## config.mk

```make
export PLATFORM = sky130hd
export DESIGN_NAME = layer_sequencer
export DESIGN_NICKNAME = d
export VERILOG_FILES = /design/src/rtl/nn_sched_pkg.sv /design/src/rtl/index_walker.sv /design/src/rtl/layer_sequencer.sv
export SDC_FILE = /design/constraint.sdc
export NUM_CORES = 1
export LEC_CHECK = 0
export ABC_AREA = 1
export CORE_MARGIN = 2
export CORE_UTILIZATION = 45
export DETAILED_ROUTE_END_ITERATION = 16
export HOLD_SLACK_MARGIN = 0.12
export PLACE_DENSITY = 0.79
export SYNTH_ARGS = -nofsm -noshare
export SYNTH_HDL_FRONTEND = slang
export SYNTH_SLANG_ARGS = --single-unit
export TNS_END_PERCENT = 5
```

## constraint.sdc

```tcl
create_clock -name clk -period 2.9 [get_ports clk]
set_clock_uncertainty 0.2 [all_clocks]
set_input_delay 0.29 -clock clk [delete_from_list [all_inputs] [get_ports clk]]
set_output_delay 0.29 -clock clk [all_outputs]
set_load 0.005 [all_outputs]
```

## src/rtl/nn_sched_pkg.sv

```systemverilog
// nn_sched_pkg
//   Shared types and helpers for the CNN layer sequencer.
//   - seq_state_e   : sequencer FSM states
//   - idx3_t        : {ch,row,col} index triple at the default 16-bit width
//   - layer_table_t : zero-extended container for the packed per-layer tables
//   - layer_ch/layer_dim : pull layer k's 16-bit entry out of a packed table
package nn_sched_pkg;

  localparam int MAX_LAYERS = 64;
  localparam int FIELD_W    = 16;
  localparam int SEQ_IDX_W  = 16;

  typedef enum logic [2:0] {
    S_IDLE,
    S_RUN,
    S_WAIT,
    S_XFER,
    S_DRAIN,
    S_DONE
  } seq_state_e;

  typedef struct packed {
    logic [SEQ_IDX_W-1:0] ch;
    logic [SEQ_IDX_W-1:0] row;
    logic [SEQ_IDX_W-1:0] col;
  } idx3_t;

  typedef logic [MAX_LAYERS*FIELD_W-1:0] layer_table_t;

  // Layer k's output channel count lives at bits [16k +: 16].
  function automatic logic [FIELD_W-1:0] layer_ch(input layer_table_t tbl, input int k);
    return tbl[FIELD_W*k +: FIELD_W];
  endfunction

  // Layer k's output height (== width) lives at bits [16k +: 16].
  function automatic logic [FIELD_W-1:0] layer_dim(input layer_table_t tbl, input int k);
    return tbl[FIELD_W*k +: FIELD_W];
  endfunction

endpackage

```

## src/rtl/index_walker.sv

```systemverilog
// index_walker
//   Three-level wrapping counter producing a {ch,row,col} walk, col fastest.
//   col and row wrap at dim_bound-1, ch wraps at ch_bound-1.
// Ports
//   clk, reset      : clock, async active-low reset
//   clear           : synchronous return to {0,0,0}, wins over step
//   step            : advance one position
//   ch_bound        : number of channels (>=1)
//   dim_bound       : rows == cols (>=1)
//   ch, row, col    : current position
//   last            : current position is the final one of the walk
module index_walker #(
  parameter int IDX_W = 16
) (
  input  logic             clk,
  input  logic             reset,
  input  logic             clear,
  input  logic             step,
  input  logic [IDX_W-1:0] ch_bound,
  input  logic [IDX_W-1:0] dim_bound,
  output logic [IDX_W-1:0] ch,
  output logic [IDX_W-1:0] row,
  output logic [IDX_W-1:0] col,
  output logic             last
);

  logic [IDX_W-1:0] dim_max;
  logic [IDX_W-1:0] ch_max;
  logic             col_wrap;
  logic             row_wrap;
  logic             ch_wrap;

  assign dim_max  = dim_bound - IDX_W'(1);
  assign ch_max   = ch_bound - IDX_W'(1);
  assign col_wrap = (col == dim_max);
  assign row_wrap = (row == dim_max);
  assign ch_wrap  = (ch == ch_max);
  assign last     = col_wrap && row_wrap && ch_wrap;

  // Carry ripples col -> row -> ch; the whole walk returns to zero after last.
  always_ff @(posedge clk or negedge reset) begin
    if (!reset) begin
      ch  <= '0;
      row <= '0;
      col <= '0;
    end else if (clear) begin
      ch  <= '0;
      row <= '0;
      col <= '0;
    end else if (step) begin
      if (col_wrap) begin
        col <= '0;
        if (row_wrap) begin
          row <= '0;
          ch  <= ch_wrap ? '0 : ch + IDX_W'(1);
        end else begin
          row <= row + IDX_W'(1);
        end
      end else begin
        col <= col + IDX_W'(1);
      end
    end
  end

endmodule

```

## src/rtl/layer_sequencer.sv

```systemverilog
// layer_sequencer
//   Frame scheduler for an N-layer CNN pipeline. Starts each layer, waits for
//   its done, then copies that layer's output memory into the next layer's
//   input memory by walking {ch,row,col}. Output memory has 1-cycle read
//   latency, so writes trail reads by one cycle.
// Optional feature macro: LAYER_SEQ_PERF_EN adds perf_cycles (frame length).
// Ports
//   clk, reset     : clock, async active-low reset
//   start, abort   : frame begin / cancel pulses
//   busy           : frame in progress
//   frame_done     : one-cycle pulse at end of frame
//   cur_layer      : layer computing or being drained
//   layer_start    : one-cycle start pulse per layer
//   layer_done     : per-layer done (level or pulse)
//   xfer_rd_index  : {ch,row,col} read address into outmem of cur_layer
//   xfer_wr_index  : {ch,row,col} write address into inmem of cur_layer+1
//   xfer_write     : one-hot inmem write enable
//   perf_cycles    : cycles of last completed frame (LAYER_SEQ_PERF_EN only)
module layer_sequencer
  import nn_sched_pkg::*;
#(
  parameter int                       NUM_LAYERS = 3,
  parameter int                       IDX_W      = 16,
  parameter logic [NUM_LAYERS*16-1:0] LAYER_CH   = {16'd32, 16'd16, 16'd16},
  parameter logic [NUM_LAYERS*16-1:0] LAYER_DIM  = {16'd11, 16'd13, 16'd26}
) (
  input  logic                          clk,
  input  logic                          reset,
  input  logic                          start,
  input  logic                          abort,
  output logic                          busy,
  output logic                          frame_done,
  output logic [$clog2(NUM_LAYERS)-1:0] cur_layer,
  output logic [NUM_LAYERS-1:0]         layer_start,
  input  logic [NUM_LAYERS-1:0]         layer_done,
  output logic [3*IDX_W-1:0]            xfer_rd_index,
  output logic [3*IDX_W-1:0]            xfer_wr_index,
  output logic [NUM_LAYERS-1:0]         xfer_write
`ifdef LAYER_SEQ_PERF_EN
  ,
  output logic [31:0]                   perf_cycles
`endif
);

  localparam int              CL_W       = $clog2(NUM_LAYERS);
  localparam logic [CL_W-1:0] LAST_LAYER = CL_W'(NUM_LAYERS - 1);

  // Reject configurations whose counts would not fit the index counters.
  if (NUM_LAYERS < 2 || NUM_LAYERS > MAX_LAYERS) begin : g_bad_num_layers
    $error("layer_sequencer: NUM_LAYERS must be in 2..%0d", MAX_LAYERS);
  end
  for (genvar k = 0; k < NUM_LAYERS; k++) begin : g_chk_layer
    if (LAYER_CH[16*k +: 16] == 16'd0 || LAYER_DIM[16*k +: 16] == 16'd0) begin : g_zero
      $error("layer_sequencer: layer %0d has zero CH or DIM", k);
    end
    if (IDX_W < 16) begin : g_narrow
      if ((LAYER_CH[16*k +: 16] >> IDX_W) != 16'd0 ||
          (LAYER_DIM[16*k +: 16] >> IDX_W) != 16'd0) begin : g_ovf
        $error("layer_sequencer: layer %0d CH/DIM exceeds IDX_W", k);
      end
    end
  end

  seq_state_e       state;
  seq_state_e       next_state;
  logic [IDX_W-1:0] ch_bound;
  logic [IDX_W-1:0] dim_bound;
  logic [IDX_W-1:0] walk_ch;
  logic [IDX_W-1:0] walk_row;
  logic [IDX_W-1:0] walk_col;
  logic             walk_last;
  logic             walk_clear;
  logic             wr_valid;
  logic             abort_frame;

  assign abort_frame = abort && (state != S_IDLE);

  always_ff @(posedge clk or negedge reset) begin
    if (!reset) begin
      state <= S_IDLE;
    end else begin
      state <= next_state;
    end
  end

  // Abort overrides every non-idle transition; in IDLE it also blocks start.
  // Only the current layer's done is looked at, and only while waiting.
  always_comb begin
    next_state = state;
    case (state)
      S_IDLE:  if (start && !abort) next_state = S_RUN;
      S_RUN:   next_state = S_WAIT;
      S_WAIT:  if (layer_done[cur_layer]) next_state = (cur_layer == LAST_LAYER) ? S_DONE : S_XFER;
      S_XFER:  if (walk_last) next_state = S_DRAIN;
      S_DRAIN: next_state = S_RUN;
      S_DONE:  next_state = S_IDLE;
      default: next_state = S_IDLE;
    endcase
    if (abort_frame) next_state = S_IDLE;
  end

  always_comb begin
    busy        = (state != S_IDLE);
    frame_done  = (state == S_DONE);
    layer_start = '0;
    xfer_write  = '0;
    if (state == S_RUN) layer_start = NUM_LAYERS'(1) << cur_layer;
    if (wr_valid)       xfer_write  = NUM_LAYERS'(2) << cur_layer;
  end

  // cur_layer only advances as DRAIN hands over to the next layer's RUN.
  always_ff @(posedge clk or negedge reset) begin
    if (!reset) begin
      cur_layer <= '0;
    end else if (abort_frame || state == S_IDLE) begin
      cur_layer <= '0;
    end else if (state == S_DRAIN) begin
      cur_layer <= cur_layer + CL_W'(1);
    end
  end

  always_comb begin
    ch_bound  = '0;
    dim_bound = '0;
    for (int k = 0; k < NUM_LAYERS; k++) begin
      if (cur_layer == CL_W'(k)) begin
        ch_bound  = IDX_W'(layer_ch(layer_table_t'(LAYER_CH), k));
        dim_bound = IDX_W'(layer_dim(layer_table_t'(LAYER_DIM), k));
      end
    end
  end

  // Keyed on next_state so the walk sits at {0,0,0} on the first XFER cycle
  // and returns to zero immediately on DRAIN or abort.
  assign walk_clear = (next_state != S_XFER);

  index_walker #(
    .IDX_W(IDX_W)
  ) u_walker (
    .clk       (clk),
    .reset     (reset),
    .clear     (walk_clear),
    .step      (state == S_XFER),
    .ch_bound  (ch_bound),
    .dim_bound (dim_bound),
    .ch        (walk_ch),
    .row       (walk_row),
    .col       (walk_col),
    .last      (walk_last)
  );

  assign xfer_rd_index = {walk_ch, walk_row, walk_col};

  // One-stage delay matching the outmem read latency. The read issued on the
  // last XFER cycle lands in DRAIN; an abort drops whatever is in flight.
  always_ff @(posedge clk or negedge reset) begin
    if (!reset) begin
      wr_valid      <= 1'b0;
      xfer_wr_index <= '0;
    end else if (abort_frame) begin
      wr_valid      <= 1'b0;
      xfer_wr_index <= '0;
    end else begin
      wr_valid <= (state == S_XFER);
      if (state == S_XFER) xfer_wr_index <= xfer_rd_index;
    end
  end

`ifdef LAYER_SEQ_PERF_EN
  logic [31:0] frame_cycles;
  logic [31:0] frame_cycles_inc;

  assign frame_cycles_inc = (frame_cycles == 32'hFFFF_FFFF) ? frame_cycles
                                                            : frame_cycles + 32'd1;

  // frame_cycles already holds the accept cycle when RUN begins, so the
  // value latched in DONE covers accept through frame_done inclusive.
  always_ff @(posedge clk or negedge reset) begin
    if (!reset) begin
      frame_cycles <= '0;
      perf_cycles  <= '0;
    end else begin
      if (state == S_IDLE) begin
        if (start && !abort) frame_cycles <= 32'd1;
      end else begin
        frame_cycles <= frame_cycles_inc;
      end
      if (state == S_DONE) perf_cycles <= frame_cycles_inc;
    end
  end
`endif

endmodule

```

== Yosys cells after proc, flatten, opt, wreduce, memory -nomap -nowiden ==
Index checks and enable logic that the tools add are counted.
Storage, ports and cells
  register bits after elaboration: 102
  input bits: 7
  output and inout bits: 106
  logic and storage cells: 76
Operators by class
  add/subtract/negate cells: 6
  magnitude comparators: 1
  equal/unequal tests: 11
  shift-type cells: 2
  multiplexer cells: 33
  reduce and logical (&&, ||, !) cells: 16
Operators with widths (number)
  2-to-1 mux 16 bit: 16
  2-to-1 mux 48 bit: 2
  adder 16 x 1 -> 16 bit, second input constant: 3
  == test 16 bit: 3
  subtractor 16 x 1 -> 16 bit, second input constant: 2
  2-to-1 mux 3 bit: 7
  one-hot mux 3 bit (5 select lines): 1
  2-to-1 mux 5 bit: 2
  nonzero test 2 bit: 5
  == test 3 x 2 -> 1 bit, second input constant: 2
  == test 3 bit, second input constant: 2
  logical AND 1 bit: 4
  2-to-1 mux 2 bit: 2
  == test 3 x 1 -> 1 bit, second input constant: 1
  zero test 3 bit: 1
  less-than comparator 2 x 3 -> 1 bit, second input constant: 1
  != test 3 x 2 -> 1 bit, second input constant: 1
  AND reduction 3 bit: 1
  nonzero test 3 bit: 1
  left shift 1 x 2 -> 3 bit, first input constant: 1
  left shift 2 x 2 -> 3 bit, first input constant: 1
  adder 2 x 1 -> 2 bit, second input constant: 1
  binary-select mux 1 bit (select 2 bit): 1
  == test 2 x 1 -> 1 bit, second input constant: 1
  other kinds (6): 7

== Logic depth before layout (Yosys ltp) ==
  word-level depth: 14
  gate-level depth with buffers: 19
  mapped depth without buffers: 18

== Cells and area by module ==
A second synthesis with hierarchy kept.
Second synthesis, totals
  cell total of the unflattened synthesis: 1135
  area, all modules: 7398.3 um^2
Modules (own cells, without submodules)
  index_walker: instances 1, cells each 854, area an instance 5023.6 um^2, seq. area each 1201.2 um^2
  layer_sequencer: instances 1, cells each 281, area an instance 2374.8 um^2, seq. area each 1351.3 um^2

== Worst setup path after synthesis ==
OpenSTA, ideal clock, no wires.
  path kind: reg2reg
  start: register cur_layer[1]
  end: register u_walker.col[1]
  library setup time: 0.119 ns
  arrival time: 2.197 ns
  data required time: 2.581 ns
  slack: 0.385 ns
  stages on the path, launching flop included: 19
  buffers on the path: 2
  period minus slack after synthesis: 2.515 ns
  cells stage by stage: dfrtp_1 > inv_2 > ha_1 > inv_1 > nand3_1 > nand2_1 > nand2_1 > nor2_1 > nand2_1 > nor2_8 > nand3_2 > nand2_1 > nand2_1 > nand2_2 > nor2_4 > buf_6 > buf_6 > nand3_1 > nand2_1
On the way
  longest elaborated chain between the ends: 13
  elaborated cells between the ends (all ways): 28
  those cells by class: 2 x add/sub; 6 x eq/ne; 16 x mux; 4 x reduce/logical
Ends and longest elaborated chain
  from (decl): line layer_sequencer.sv:33  | output logic [$clog2(NUM_LAYERS)-1:0] cur_layer,
  from (signal assigned): line layer_sequencer.sv:118  | cur_layer <= cur_layer + CL_W'(1);
  zero test 2 bit: line layer_sequencer.sv:126  | if (cur_layer == CL_W'(k)) begin
  2-to-1 mux 5 bit: line layer_sequencer.sv:126
  2-to-1 mux 16 bit (2 in a row): line layer_sequencer.sv:126
  subtractor 16 x 1 -> 16 bit: line index_walker.sv:33  | assign dim_max = dim_bound - IDX_W'(1);
  == test 16 bit, on equally long branches: line index_walker.sv:35, index_walker.sv:36
  logical AND 1 bit (2 in a row): line index_walker.sv:38  | assign last = col_wrap && row_wrap && ch_wrap;
  2-to-1 mux 3 bit: line layer_sequencer.sv:94  | S_XFER: if (walk_last) next_state = S_DRAIN;
  one-hot mux 3 bit (5 select lines): line layer_sequencer.sv:90  | case (state)
  2-to-1 mux 3 bit: line layer_sequencer.sv:99  | if (abort_frame) next_state = S_IDLE;
  != test 3 x 2 -> 1 bit: line layer_sequencer.sv:135  | assign walk_clear = (next_state != S_XFER);
  2-to-1 mux 16 bit / nonzero test 2 bit (equally long branches)
  to (signal assigned): line index_walker.sv:60  | col <= col + IDX_W'(1);
  to (decl): line index_walker.sv:23  | output logic [IDX_W-1:0] col,
Parallel ways exist; a longest one is shown, timed or not. The select of a mux whose other input is x is not followed.
A chain may end at the register's enable or synchronous reset.

== Worst setup path after layout ==
  start: register cur_layer[1]
  end: register u_walker.ch[8]
On the way
  longest elaborated chain between the ends: 14
  elaborated cells between the ends (all ways): 33
  those cells by class: 2 x add/sub; 6 x eq/ne; 18 x mux; 7 x reduce/logical
Ends and longest elaborated chain
  zero test 2 bit: line layer_sequencer.sv:126
  2-to-1 mux 5 bit: line layer_sequencer.sv:126
  2-to-1 mux 16 bit (2 in a row): line layer_sequencer.sv:126
  subtractor 16 x 1 -> 16 bit: line index_walker.sv:33
  == test 16 bit, on equally long branches: line index_walker.sv:35, index_walker.sv:36
  logical AND 1 bit (2 in a row): line index_walker.sv:38
  2-to-1 mux 3 bit: line layer_sequencer.sv:94
  one-hot mux 3 bit (5 select lines): line layer_sequencer.sv:90
  2-to-1 mux 3 bit: line layer_sequencer.sv:99
  != test 3 x 2 -> 1 bit: line layer_sequencer.sv:135
  nonzero test 2 bit (no source line)
  AND reduction 3 bit (no source line)
  to (signal assigned): line index_walker.sv:55  | ch <= ch_wrap ? '0 : ch + IDX_W'(1);
  to (decl): line index_walker.sv:21  | output logic [IDX_W-1:0] ch,
Parallel ways exist; a longest one is shown, timed or not. The select of a mux whose other input is x is not followed.

==> run metrics <==
Fin. Hold Viols=0; core footprint=12100 µm²; EDFF count, synth=0; NetSw=0.00101 W; hold crit path type=reg -> reg; status=finished clean; commonest cells after routing, fill and taps aside=nand2_1 (117), clkdlybuf4s50_1 (110), nand3_1 (104), dfrtp_1 (100), nor2_1 (74); ANT nets after route=0; worst r2r src=cur_layer[1]$_DFFE_PN0P_; leading cell type in the layout, fill and taps excluded=nand2_1; Pleak=3.16 nW; vias in the first global route=4991; internal power=0.00239 W; Gate Count Post-Synth=719; Detailed Routing Iterations Pass 1=8; synth warn=0; ANT cells=0; fin crit period=2.61 ns; starting density of the core=0.466; post-detail-place hpwl=10.9 mm; WP data arrival=2.64 ns; area added between synthesis and finish=29.1%; initial antenna violation count=0; critical path endpoint category=flip-flop; layout cell share with drive strength beyond 1=0.0742; die width=116 µm; global-route wire length before repair=26.0 mm; switch share=0.297; pre-CTS setup slack=0.111 ns; FP Rows=40; pin count of the biggest net entering global routing=58; Clock H-tree levels=3; I/O pin cnt=113; Routed WL=15.7 mm; routability cong.=0.923; fill count=1088; Synth Net Count=735; Pins Over Slew Limit=0; Max-slew headroom=0.531; setup slack after layout=0.287 ns; worst endpoint required time=2.92 ns; Via Count=5378; initial DRC count=393; Hold Crit Start=xfer_wr_index[33]$_DFFE_PN0P_; clock share of power=0.395; CTS tree=built; Worst Setup SP=cur_layer[1]$_DFFE_PN0P_; clk sinks=102; Remaining DRCs=0; Post-CTS Setup Inserts=0; Max Root-Sink Buffers=2; Max Fclk=0.383 GHz; Design Power=0.00340 W; Clk Latency, worst-skew pair=0.35 ns; final count of negative-setup-slack endpoints=0; startpoint types=flip-flop; vias per inst=5.43; synthesized area=5650 µm²; Port Buffer Count=111; DR WL/cell=15.9 µm; Tcrit/Tclk final=0.901; Gate power share=0.180; Worst Setup Path Type=reg -> reg; die outline height=116 µm; fraction of registers with async set/reset=1.00; Power Dens Cells=467 nW/µm²; die area=13500 µm²; clk root buf=clkbuf_16; Synth Flop Type=dfrtp_1; Total Nets Final=833; Least-Margin Pin Slew=0.703 ns; Synth Register Bits=102; hold_ws=0.299 ns; Seq pwr share=0.426; Avg Inst Size Synth=7.86 µm²; Seq/Total Area, Yosys=0.452; maximum VDD drop=0.351 mV; CTS Buf Count=9; clk slew on worst S/H paths=0.07 ns; Global Route Usage Sum=0.245; GRT overflow=0; CP max FO=13; Yosys cell types=40; MaxCap Viol Count=0
-- synth_stat cells (3+ instances only) --
cell type	count	share of area
a21oi_1	13	0.012
and3_1	5	0.0055
buf_1	5	0.0033
buf_2	10	0.0089
clkbuf_1	20	0.013
dfrtp_1	102	0.45
ha_1	9	0.020
inv_1	71	0.047
inv_2	7	0.0047
nand2_1	119	0.079
nand3_1	104	0.092
nand4_1	23	0.025
nor2_1	74	0.049
nor2_2	4	0.0044
nor2_4	3	0.0060
nor3_1	11	0.0097
nor3b_1	5	0.0066
nor4_1	3	0.0033
o211ai_1	17	0.023
o21ai_0	54	0.048
o21ai_1	10	0.0089
o22ai_1	5	0.0055
xnor2_1	3	0.0047
xor2_1	21	0.033
-- logic make-up after synthesis --
family	count (synthesis)	synth area share
AO/OA/AOI/OAI	103	0.101
AND/OR/NAND/NOR	361	0.303
flip-flops	102	0.452
adder cells (fa/ha/maj)	9	0.0199
other	1	0.000664
XOR/XNOR	24	0.0372
buffers and inverters	119	0.0855
-- registers in the layout, indices dropped and copies added (netlist names) --
signal,cells
xfer_wr_index,48
u_walker.row,16
u_walker.ch,16
state,3
wr_valid,1
cur_layer,2
u_walker.col,16
-- area by class of cell --
type                       instances  area, µm²  area share
inverter                          79        302      0.0413
timing repair buffer             127       1270       0.174
clock buffer                      11        253      0.0347
clock inverter                     5       81.3      0.0112
tap                              168        210      0.0288
sequential                       102       2550       0.350
multi-input combinational        498       2620       0.360
-- metal layers --
| layer | up-vias | wire (µm) | part of all wire | track usage |
|---|---|---|---|---|
| li1 | 2581 | - | - | - |
| met1 | 2554 | 7260 | 0.46 | 0.374 |
| met2 | 218 | 7180 | 0.46 | 0.364 |
| met3 | 25 | 958 | 0.061 | 0.0319 |
| met4 | 0 | 306 | 0.019 | 0.0778 |
| met5 | - | 0 | 0 | 0 |
-- per-stage QoR --
step / TNS (ns) / utilization / area [µm²] / std cells
after floorplan: 0 / - / 5650 / 719
after global placement: 0 / 0.572 / 6930 / 973
after detailed placement: 0 / 0.572 / 6930 / 973
after CTS: 0 / 0.601 / 7280 / 990
after global routing: -0.00513 / 0.602 / 7290 / 990
final: 0 / 0.602 / 7290 / 990
-- final timing paths --
path / to / slack, ns / cells past startpoint
worst max-delay path: u_walker.ch[8]$_DFFE_PN0P_ / 0.29 / 15
worst min-delay path: xfer_wr_index[33]$_DFFE_PN0P_ / 0.30 / 2
worst max register to register: u_walker.ch[8]$_DFFE_PN0P_ / 0.29 / 15
worst min register to register: xfer_wr_index[33]$_DFFE_PN0P_ / 0.30 / 2
max in group asynchronous: xfer_wr_index[43]$_DFFE_PN0P_ / 1.47 / 3
min in group asynchronous: xfer_wr_index[14]$_DFFE_PN0P_ / 0.31 / 2
-- timing repair --
item	in CTS	in global routing
hold endpoints to repair	49	0
resized for setup	0	9
endpoints found under the setup margin	0	48
hold buffers	1	0
-- power by group through the flow --
stage               clock network (W)  registers (W)  logic (W)
global placement                    0        0.00147   0.000601
CTS                           0.00136        0.00145   0.000610
global route                  0.00142        0.00145   0.000680
finish                        0.00134        0.00145   0.000611
floorplan                           0        0.00147   0.000394
detailed placement                  0        0.00148   0.000604
-- worst max-delay path: stages, from the launching register on --
cell and delay (ns):
dfrtp_2 0.45, inv_2 0.13, ha_1 0.28, inv_1 0.11, nand3_1 0.07, nand2_1 0.07, nand2_1 0.05, nor2_1 0.07
nand2_1 0.12, nor2_8 0.15, nand3_4 0.15, inv_6 0.15, nand2_1 0.13, nor2_4 0.14, xor2_1 0.16, nor2_1 0.06
No activity file was read; power rests on OpenSTA's default activity.
